<file path="src/rtl/mux_nway_reg.sv">
// -----------------------------------------------------------------------------
// mux_nway_reg
//   Registered N-input operand multiplexer with a valid/ready output stage.
//   One of NUM WIDTH-bit operands is chosen by an explicit select (i_s) or,
//   when built with round-robin support, by an internal counter (i_mode=1).
//   The chosen operand is held in a single output register that only
//   advances when the consumer is ready, so a stalled consumer never loses
//   a selected operand.
//
//   Build option:
//     MUX_NWAY_RR_EN  defined   : round-robin counter built, i_mode honoured.
//     MUX_NWAY_RR_EN  undefined : no counter, i_mode ignored, select = i_s.
//
//   Ports:
//     i_clk        rising-edge clock
//     i_rstn       synchronous active-low reset
//     i_in         flattened operands, operand k = i_in[k*WIDTH +: WIDTH]
//     i_s          explicit select (used when i_mode=0)
//     i_mode       0 = explicit select, 1 = round-robin
//     i_in_valid   i_in / i_s / i_mode valid this cycle
//     o_in_ready   block can accept this cycle
//     o_o          registered selected operand
//     o_out_valid  o_o holds an unconsumed result
//     i_out_ready  consumer takes o_o this cycle
//     o_cur_sel    index that produced the current o_o
//     o_sel_err    current o_o came from an out-of-range select
// -----------------------------------------------------------------------------
module mux_nway_reg #(
  parameter int WIDTH = 16,
  parameter int NUM   = 4,
  parameter int SEL_W = 2
) (
  input  logic                 i_clk,
  input  logic                 i_rstn,
  input  logic [NUM*WIDTH-1:0] i_in,
  input  logic [SEL_W-1:0]     i_s,
  input  logic                 i_mode,
  input  logic                 i_in_valid,
  output logic                 o_in_ready,
  output logic [WIDTH-1:0]     o_o,
  output logic                 o_out_valid,
  input  logic                 i_out_ready,
  output logic [SEL_W-1:0]     o_cur_sel,
  output logic                 o_sel_err
);

  logic [WIDTH-1:0] r_o;
  logic             r_out_valid;
  logic [SEL_W-1:0] r_cur_sel;
  logic             r_sel_err;

  logic             w_in_ready;
  logic             w_capture;
  logic [SEL_W-1:0] w_sel;
  logic [WIDTH-1:0] w_operand;
  logic             w_sel_err;

  // Pass-through ready: the output slot frees up in the same cycle the
  // consumer takes it, which is what lets back-to-back captures run bubble-free.
  assign w_in_ready = !r_out_valid || i_out_ready;
  assign w_capture  = i_in_valid && w_in_ready;

`ifdef MUX_NWAY_RR_EN
  logic [SEL_W-1:0] r_rr_cnt;

  assign w_sel = i_mode ? r_rr_cnt : i_s;

  // Counter only moves on a round-robin capture and wraps at NUM-1, so it
  // never points at a non-existent operand.
  always_ff @(posedge i_clk) begin
    if (!i_rstn) begin
      r_rr_cnt <= '0;
    end else if (w_capture && i_mode) begin
      if (r_rr_cnt == SEL_W'(NUM - 1)) begin
        r_rr_cnt <= '0;
      end else begin
        r_rr_cnt <= r_rr_cnt + 1'b1;
      end
    end
  end
`else
  logic w_unused_mode;

  assign w_unused_mode = i_mode;
  assign w_sel         = i_s;
`endif

  // Compare-and-pick rather than a variable part-select so that a select
  // beyond NUM-1 yields zero instead of reading past the operand bus.
  always_comb begin
    w_operand = '0;
    for (int k = 0; k < NUM; k++) begin
      if (w_sel == SEL_W'(k)) begin
        w_operand = i_in[k*WIDTH +: WIDTH];
      end
    end
  end

  assign w_sel_err = (32'(w_sel) >= NUM);

  always_ff @(posedge i_clk) begin
    if (!i_rstn) begin
      r_o         <= '0;
      r_out_valid <= 1'b0;
      r_cur_sel   <= '0;
      r_sel_err   <= 1'b0;
    end else if (w_capture) begin
      r_o         <= w_operand;
      r_out_valid <= 1'b1;
      r_cur_sel   <= w_sel;
      r_sel_err   <= w_sel_err;
    end else if (i_out_ready) begin
      // Consumed with nothing new: data fields keep their last values.
      r_out_valid <= 1'b0;
    end
  end

  assign o_in_ready  = w_in_ready;
  assign o_o         = r_o;
  assign o_out_valid = r_out_valid;
  assign o_cur_sel   = r_cur_sel;
  assign o_sel_err   = r_sel_err;

endmodule

</file>
<file path="config.mk">
export PLATFORM = sky130hd
export DESIGN_NAME = mux_nway_reg
export DESIGN_NICKNAME = d
export VERILOG_FILES = /design/src/rtl/mux_nway_reg.sv
export SDC_FILE = /design/constraint.sdc
export NUM_CORES = 1
export LEC_CHECK = 0
export CAP_MARGIN = 40
export CORE_UTILIZATION = 34
export CTS_CLUSTER_DIAMETER = 30
export DETAILED_ROUTE_END_ITERATION = 8
export PLACE_DENSITY = 0.95
export SYNTH_ARGS = -nofsm -noshare
export SYNTH_HDL_FRONTEND = slang
export SYNTH_SLANG_ARGS = --single-unit
</file>
<file path="constraint.sdc">
create_clock -name i_clk -period 2.8 [get_ports i_clk]
set_clock_uncertainty 0.15 [all_clocks]
set_input_delay 0.56 -clock i_clk [delete_from_list [all_inputs] [get_ports i_clk]]
set_output_delay 0.56 -clock i_clk [all_outputs]
set_load 0.02 [all_outputs]
</file>
==> impl_metrics.json, run 1 <==
{
  "yosysUniqueCellTypes": 17,
  "syn_inst": 72,
  "min_path_cells": 1,
  "synth_nets": 143,
  "met1_usage_pct": 22.3,
  "synthSimpleGateAreaFrac_pct": 2.38,
  "regArea_um2": 380,
  "cts.repair.resized": 0,
  "final_max_slew_viol_count": 0,
  "drive_gt1_share_pct": 11.3,
  "status": "complete, but fails checks",
  "clock_sinks": 19,
  "cts_made_buffers": 3,
  "synth_area_mm2": 0.00105,
  "switchingPower_uw": 174,
  "worst-setup-path-type": "primary input to output pin",
  "leakage_nw": 0.755,
  "num_io_pins": 92,
  "grt_first_pass_wirelength_um": 5080,
  "die_area_mm2": 0.00332,
  "antenna_left": 0,
  "power.density_mw_per_mm2": 350,
  "nFillCells": 210,
  "via_count": 1018,
  "fmax_mhz": 398,
  "total_power_uw": 692,
  "postRouteWirelength_um": 3300,
  "avgViaCountPerCell": 5.33,
  "grt_antenna_before_repair": 0,
  "layout_common_cells": "clkdlybuf4s50_1 (89), dfxtp_1 (19), a22o_1 (16), mux4_2 (9), mux4_1 (7)",
  "rows": 19,
  "final_area_mm2": 0.00198,
  "period_needed_ns": 2.51,
  "pwr-share-comb_pct": 37.1,
  "ys.warnings.count": 0,
  "cts_buffer_depth": 2,
  "place_hpwl_um": 2700,
  "synth_compound_gate_area_share_pct": 17.5,
  "diodes": 0,
  "maxSlewHeadroom_pct": 62.5,
  "grt_start_max_net_pins": 18,
  "synth_seq_cells": 19,
  "clkTransAtPathRegs_ns": 0.10,
  "met3_usage_pct": 4.99,
  "worstSetupEndpointType": "output pin",
  "hold_ws_ns": 0.342,
  "p_sw_share_pct": 25.2,
  "cts_hold_buf": 0,
  "p_int_uw": 518,
  "drc": 10,
  "synth_xor_xnor_area_share_pct": 0,
  "drtPass1Iterations": 6,
  "synthAdderAreaFrac_pct": 0,
  "die_w_um": 57.6,
  "port_buffers": 89,
  "postPlaceCellArea_mm2": 0.00195,
  "multi_input_area_um2": 599,
  "cp_data_required_time_ns": 2.09,
  "rsz0062_at_grt": "false",
  "setup_violations": 0,
  "crit_arrival_ns": 1.80,
  "finalHoldViolCount": 0,
  "hold_path_class": "flop to flop",
  "grt_pass1_vias": 1110,
  "syn2layout_area_growth_pct": 88.2,
  "wire_per_inst_um": 17.3,
  "clockPowerShare_pct": 19.2,
  "yosys-mux-area-fraction_pct": 36.8,
  "seq_area_frac_synth_pct": 36.2,
  "finalNonFillerCells": 191,
  "grt-busiest-layer": "met2",
  "cts_tree": "done",
  "grt.met2_usage_pct": 38.5,
  "grt_usage_pct": 20.2,
  "gp_congestion": 0.722,
  "finalSetupTns_ns": 0,
  "syn_area_per_cell_um2": 14.6,
  "initialDrtViolationCount": 47,
  "period_share_pct": 89.8,
  "die_h_um": 57.6,
  "grt.overflow.total": 0,
  "cts_setup_buffers": 0,
  "critPathMaxFanout": 6,
  "ir_worst_vdd_mv": 0.172,
  "start_kind": "primary input",
  "reg2reg_depth": 4,
  "coreArea_mm2": 0.00285,
  "initial_utilization_pct": 36.8,
  "dp.cells": 187,
  "synth_top_family_by_area": "multiplexers",
  "seqPwrFrac_pct": 43.6,
  "violations": "DRC",
  "clock_latency_ns": 0.28,
  "root_buffer": "clkbuf_4",
  "worst_pin_slew_ns": 0.563,
  "nets": 232,
  "maxCapViolations": 0,
  "cts_max_level": 1,
  "final_common_cell": "clkdlybuf4s50_1"
}
-- registers in the layout, indices dropped and copies added (netlist names) --
signal and flops:
o_out_valid 1, o_o 16, o_cur_sel 2
-- Yosys cell counts (all sizes together) --
cell type | instances | area share [%]
buf | 8 | 6.1
inv | 2 | 0.71
a21boi | 4 | 3.2
a22o | 16 | 13
nand3 | 2 | 0.95
dfxtp | 19 | 36
mux4 | 16 | 37
o21ai | 2 | 0.95
nor2b | 1 | 0.83
conb | 1 | 0.36
and3 | 1 | 0.60
-- power groups by stage --
stage | sequential, mW | clock (mW) | combinational (mW)
floorplan | 0.332 | 0 | 0.0842
global placement | 0.307 | 0 | 0.250
detailed placement | 0.308 | 0 | 0.258
CTS | 0.302 | 0.138 | 0.260
global route | 0.304 | 0.149 | 0.272
finish | 0.302 | 0.133 | 0.257
-- area by class of cell --
cell class	count	share of cell area (%)
sequential	19	19.2
tap	31	1.96
multi-input combinational	43	30.3
inverter	2	0.380
clock buffer	4	1.33
timing repair buffer	92	46.8
-- cell families (layout without fill, tap and decap cells) --
logic type / Yosys count / count (layout)
AOI/OAI and AO/OA: 22 / 22
DFF: 19 / 19
other: 1 / 1
buffers and inverters: 10 / 98
and+or+nand+nor: 4 / 4
muxes: 16 / 16
-- routing by layer --
metal | vias to the layer above | share of wire (%)
li1 | 475 | -
met1 | 477 | 36
met2 | 66 | 52
met3 | 0 | 12
met4 | 0 | 0
met5 | - | 0
-- worst max-delay path, cell delays in order --
cell	delay, ns
clkdlybuf4s50_1	0.48
nor2b_2	0.06
inv_2	0.10
clkdlybuf4s50_1	0.61
-- metrics by stage --
stage / worst slack (ns) / utilization [%]
6_report: 0.287 / 69.3
5_1_grt: 0.244 / 69.3
4_1_cts: 0.291 / 69.3
3_5_place_dp: 0.287 / 68.4
3_3_place_gp: 0.313 / 68.4
2_1_floorplan: 1.06 / -
-- worst paths after layout --
kind               start    endpoint  slack (ns)
max          i_out_ready  o_in_ready        0.29
max reg2reg  o_out_valid      o_o[2]        1.24
min reg2reg       o_o[8]      o_o[8]        0.34
min               o_o[8]      o_o[8]        0.34
No activity file was read; power rests on OpenSTA's default activity.
==> run 2: changes to the inputs <==
--- a/config.mk
+++ b/config.mk
@@ -10,6 +10,7 @@
 export CTS_CLUSTER_DIAMETER = 30
 export DETAILED_ROUTE_END_ITERATION = 8
 export PLACE_DENSITY = 0.95
+export SKIP_LAST_GASP = 1
 export SYNTH_ARGS = -nofsm -noshare
 export SYNTH_HDL_FRONTEND = slang
 export SYNTH_SLANG_ARGS = --single-unit
==> results of run 2 <==
The final DEF is identical to that of run 1; final timing and power are the same.
==> RTL change: new RTL, config.mk and constraints of run 1 <==
Build with the macro `MUX_NWAY_RR_EN` defined.
--- a/src/rtl/mux_nway_reg.sv
+++ b/src/rtl/mux_nway_reg.sv
@@ -25,6 +25,8 @@
 //     o_cur_sel    index that produced the current o_o
 //     o_sel_err    current o_o came from an out-of-range select
 // -----------------------------------------------------------------------------
+`define MUX_NWAY_RR_EN
+
 module mux_nway_reg #(
   parameter int WIDTH = 16,
   parameter int NUM   = 4,
Formal check against the unedited RTL: not equivalent (a bounded check fails within 4 cycles, from zero or initial values and one cycle with i_rstn low).
==> RTL change against run 1 <==
  * Design area is 12% higher
  * Power is 14% higher
  * Area after synthesis rose by 19%
  * Count of clock-buffer cells in the layout unchanged
  * Setup slack got worse by 0.0036 ns
  * Sequential cell count rose by 2
  * Combinational power grew 18%
  * Sequential power rose by 12%
  * Clock power up 11%
  * Routed wire length rose by 24%
  * Highest routed layer is now met4
  * Via count rose by 39%
  * Utilization shrank 4.6 points
==> RTL change: results (changes against run 1) <==
The run finished with clean final reports. The largest individual stage delay along the critical path comes from the cell clkdlybuf4s50_1. Largest fanout on the critical path: 5 (-1). For the number of search-and-repair iterations in the first detailed-routing pass, the log shows 4 (-2). The layout filler cell count was 292 (+39%); the delay of the slowest cell on the worst path was 0.63 ns (+0.02 ns). The logs give 1 (unchanged) for the depth of the CTS H-tree and 0.8979 nW (+19%) for the static leakage. The area share of fa/ha/maj cells after synthesis was 1.003% (+1.0 points).

The tools report the worst path arrival time as 1.81 ns. Detailed placer's ending HPWL: 3249 microns (+20%). The clock latency on the worst-skew pair is 0.31 ns (+0.03 ns). The final antenna diode count was 0 (unchanged). The tools report the routability-driven placement congestion ratio as 0.7835 (+8.5%). The net count after synthesis came out at 206 (+44%). For the maximum vdd ir drop, the log shows 271.7 uV (+58%). The min-delay analysis places its worst path in the category reg -> reg. The largest net degree at the start of global routing was 16 (-2). The sequential-to-total area share from yosys stat came out at 33.70% (-2.5 points). Among all flip-flop cells after synthesis, the most frequent one is dfxtp_1. The warning count from the yosys run was 0 (unchanged). The number of CTS-inserted buffers is 3 (unchanged). The quantity of I/O buffers inserted on ports was 90 (+1.1%); the top-area cell type share of the netlist area was 33.70% (-2.5 points). The DRC violation total after the first TritonRoute iteration is 47 (unchanged). The vias per cell was 5.201 (-2.4%). By count the netlist is led by dfxtp_1 (21), nand2_1 (14), nand3_1 (14).

The run gives 0 (-10) as the final routed DRC violation total. The area fraction in compound gates after synthesis is 26.88% (+9.4 points), and the post-synthesis mux area share is 17.15% (-20 points). The count of distinct cell types in the synthesized netlist was 33 (+16). The CTS clock-pin slew for the worst setup and hold paths works out to 0.12 ns (+0.02 ns). The number of setup buffers added after CTS was 0 (unchanged). After synthesis, the cell types taking the most area are dfxtp_1 (34%), mux2i_1 (9.6%), nand3_1 (5.6%).

The initial antenna violation count came out at 0 (unchanged). Proportion of layout cells with a drive suffix above 1: 7.489% (-3.8 points). The final routed wire length divided by cell count works out to 14.99 microns (-13%). Overall global routing resource usage: 20.45% (+0.29 points). The headroom to the max-slew limit was 59.31% (-3.2 points); the switching power total was 0.0002298 W (+32%).

The top cell family by delay on the critical path was buffers and inverters. The net count of the finished layout was 300 (+29%); the flip-flop count of the largest register after layout was 16 (unchanged). The run gives 6430 microns (+27%) as the first-pass GRT wire length.

The number of global-route vias before repair is 1,393 (+25%).
-- RTL change: power groups by stage --
stage / Sequential [W] / Combinational, W / Clock (W)
after global routing: 0.000342 / 0.000324 / 0.000167
final: 0.000339 / 0.000303 / 0.000147
after floorplan: 0.000372 / 0.000108 / 0
after detailed placement: 0.000345 / 0.000303 / 0
after global placement: 0.000344 / 0.000298 / 0
after CTS: 0.000339 / 0.000304 / 0.000153
-- RTL change: cell families (layout without fill, tap and decap cells) --
kind of cell,count (synthesis),in the layout
buffers and inverters,9,102
AND/OR/NAND/NOR,37,37
other,1,1
adder cells (fa/ha/maj),1,1
AO/OA/AOI/OAI,46,46
flip-flops,21,21
multiplexers,19,19
-- RTL change: through the flow --
step | power (W) | area (sq um) | setup slack (ns) | instances | utilization (%)
finish | 0.0007886 | 2211 | 0.2833 | 273 | 64.73
global route | 0.0008331 | 2211 | 0.2385 | 273 | 64.73
CTS | 0.0007961 | 2211 | 0.2834 | 273 | 64.73
detailed placement | 0.0006474 | 2185 | 0.2803 | 269 | 63.96
global placement | 0.0006416 | 2185 | 0.3148 | 269 | 63.96
floorplan | 0.0004797 | 1247 | 0.8997 | 134 | -
-- RTL change: layout make-up --
cell class              instances  area share (%)
well taps                      46           2.603
multi-input cells             104           33.90
flip-flops and latches         21           19.02
clock buffers                   4           1.188
repair buffers                 97           43.12
inverters                       1          0.1698
-- RTL change: metal layers --
| layer | global-route usage [%] | share of wire [%] | up-vias |
|---|---|---|---|
| li1 | - | - | 705 |
| met2 | 36.96 | 51 | 61 |
| met4 | 3.488 | 0.83 | 0 |
| met3 | 4.197 | 6.0 | 6 |
| met1 | 24.97 | 42 | 648 |
| met5 | 0 | 0 | - |
-- RTL change: worst paths after layout --
kind,startpoint,endpoint,slack (ns),cells past startpoint
max reg2reg,r_rr_cnt[1],o_o[13],1.08,5
min,o_o[11],o_o[11],0.33,2
max,i_out_ready,o_in_ready,0.28,3
min reg2reg,o_o[11],o_o[11],0.33,2
-- RTL change: worst reg2reg max path, delay by kind of cell, from the launching register on --
kind	cells	cell delay (ns)
simple gates	1	0.07
buf+inv	1	0.24
mux	2	0.65
compound gates	1	0.07
flops	1	0.41
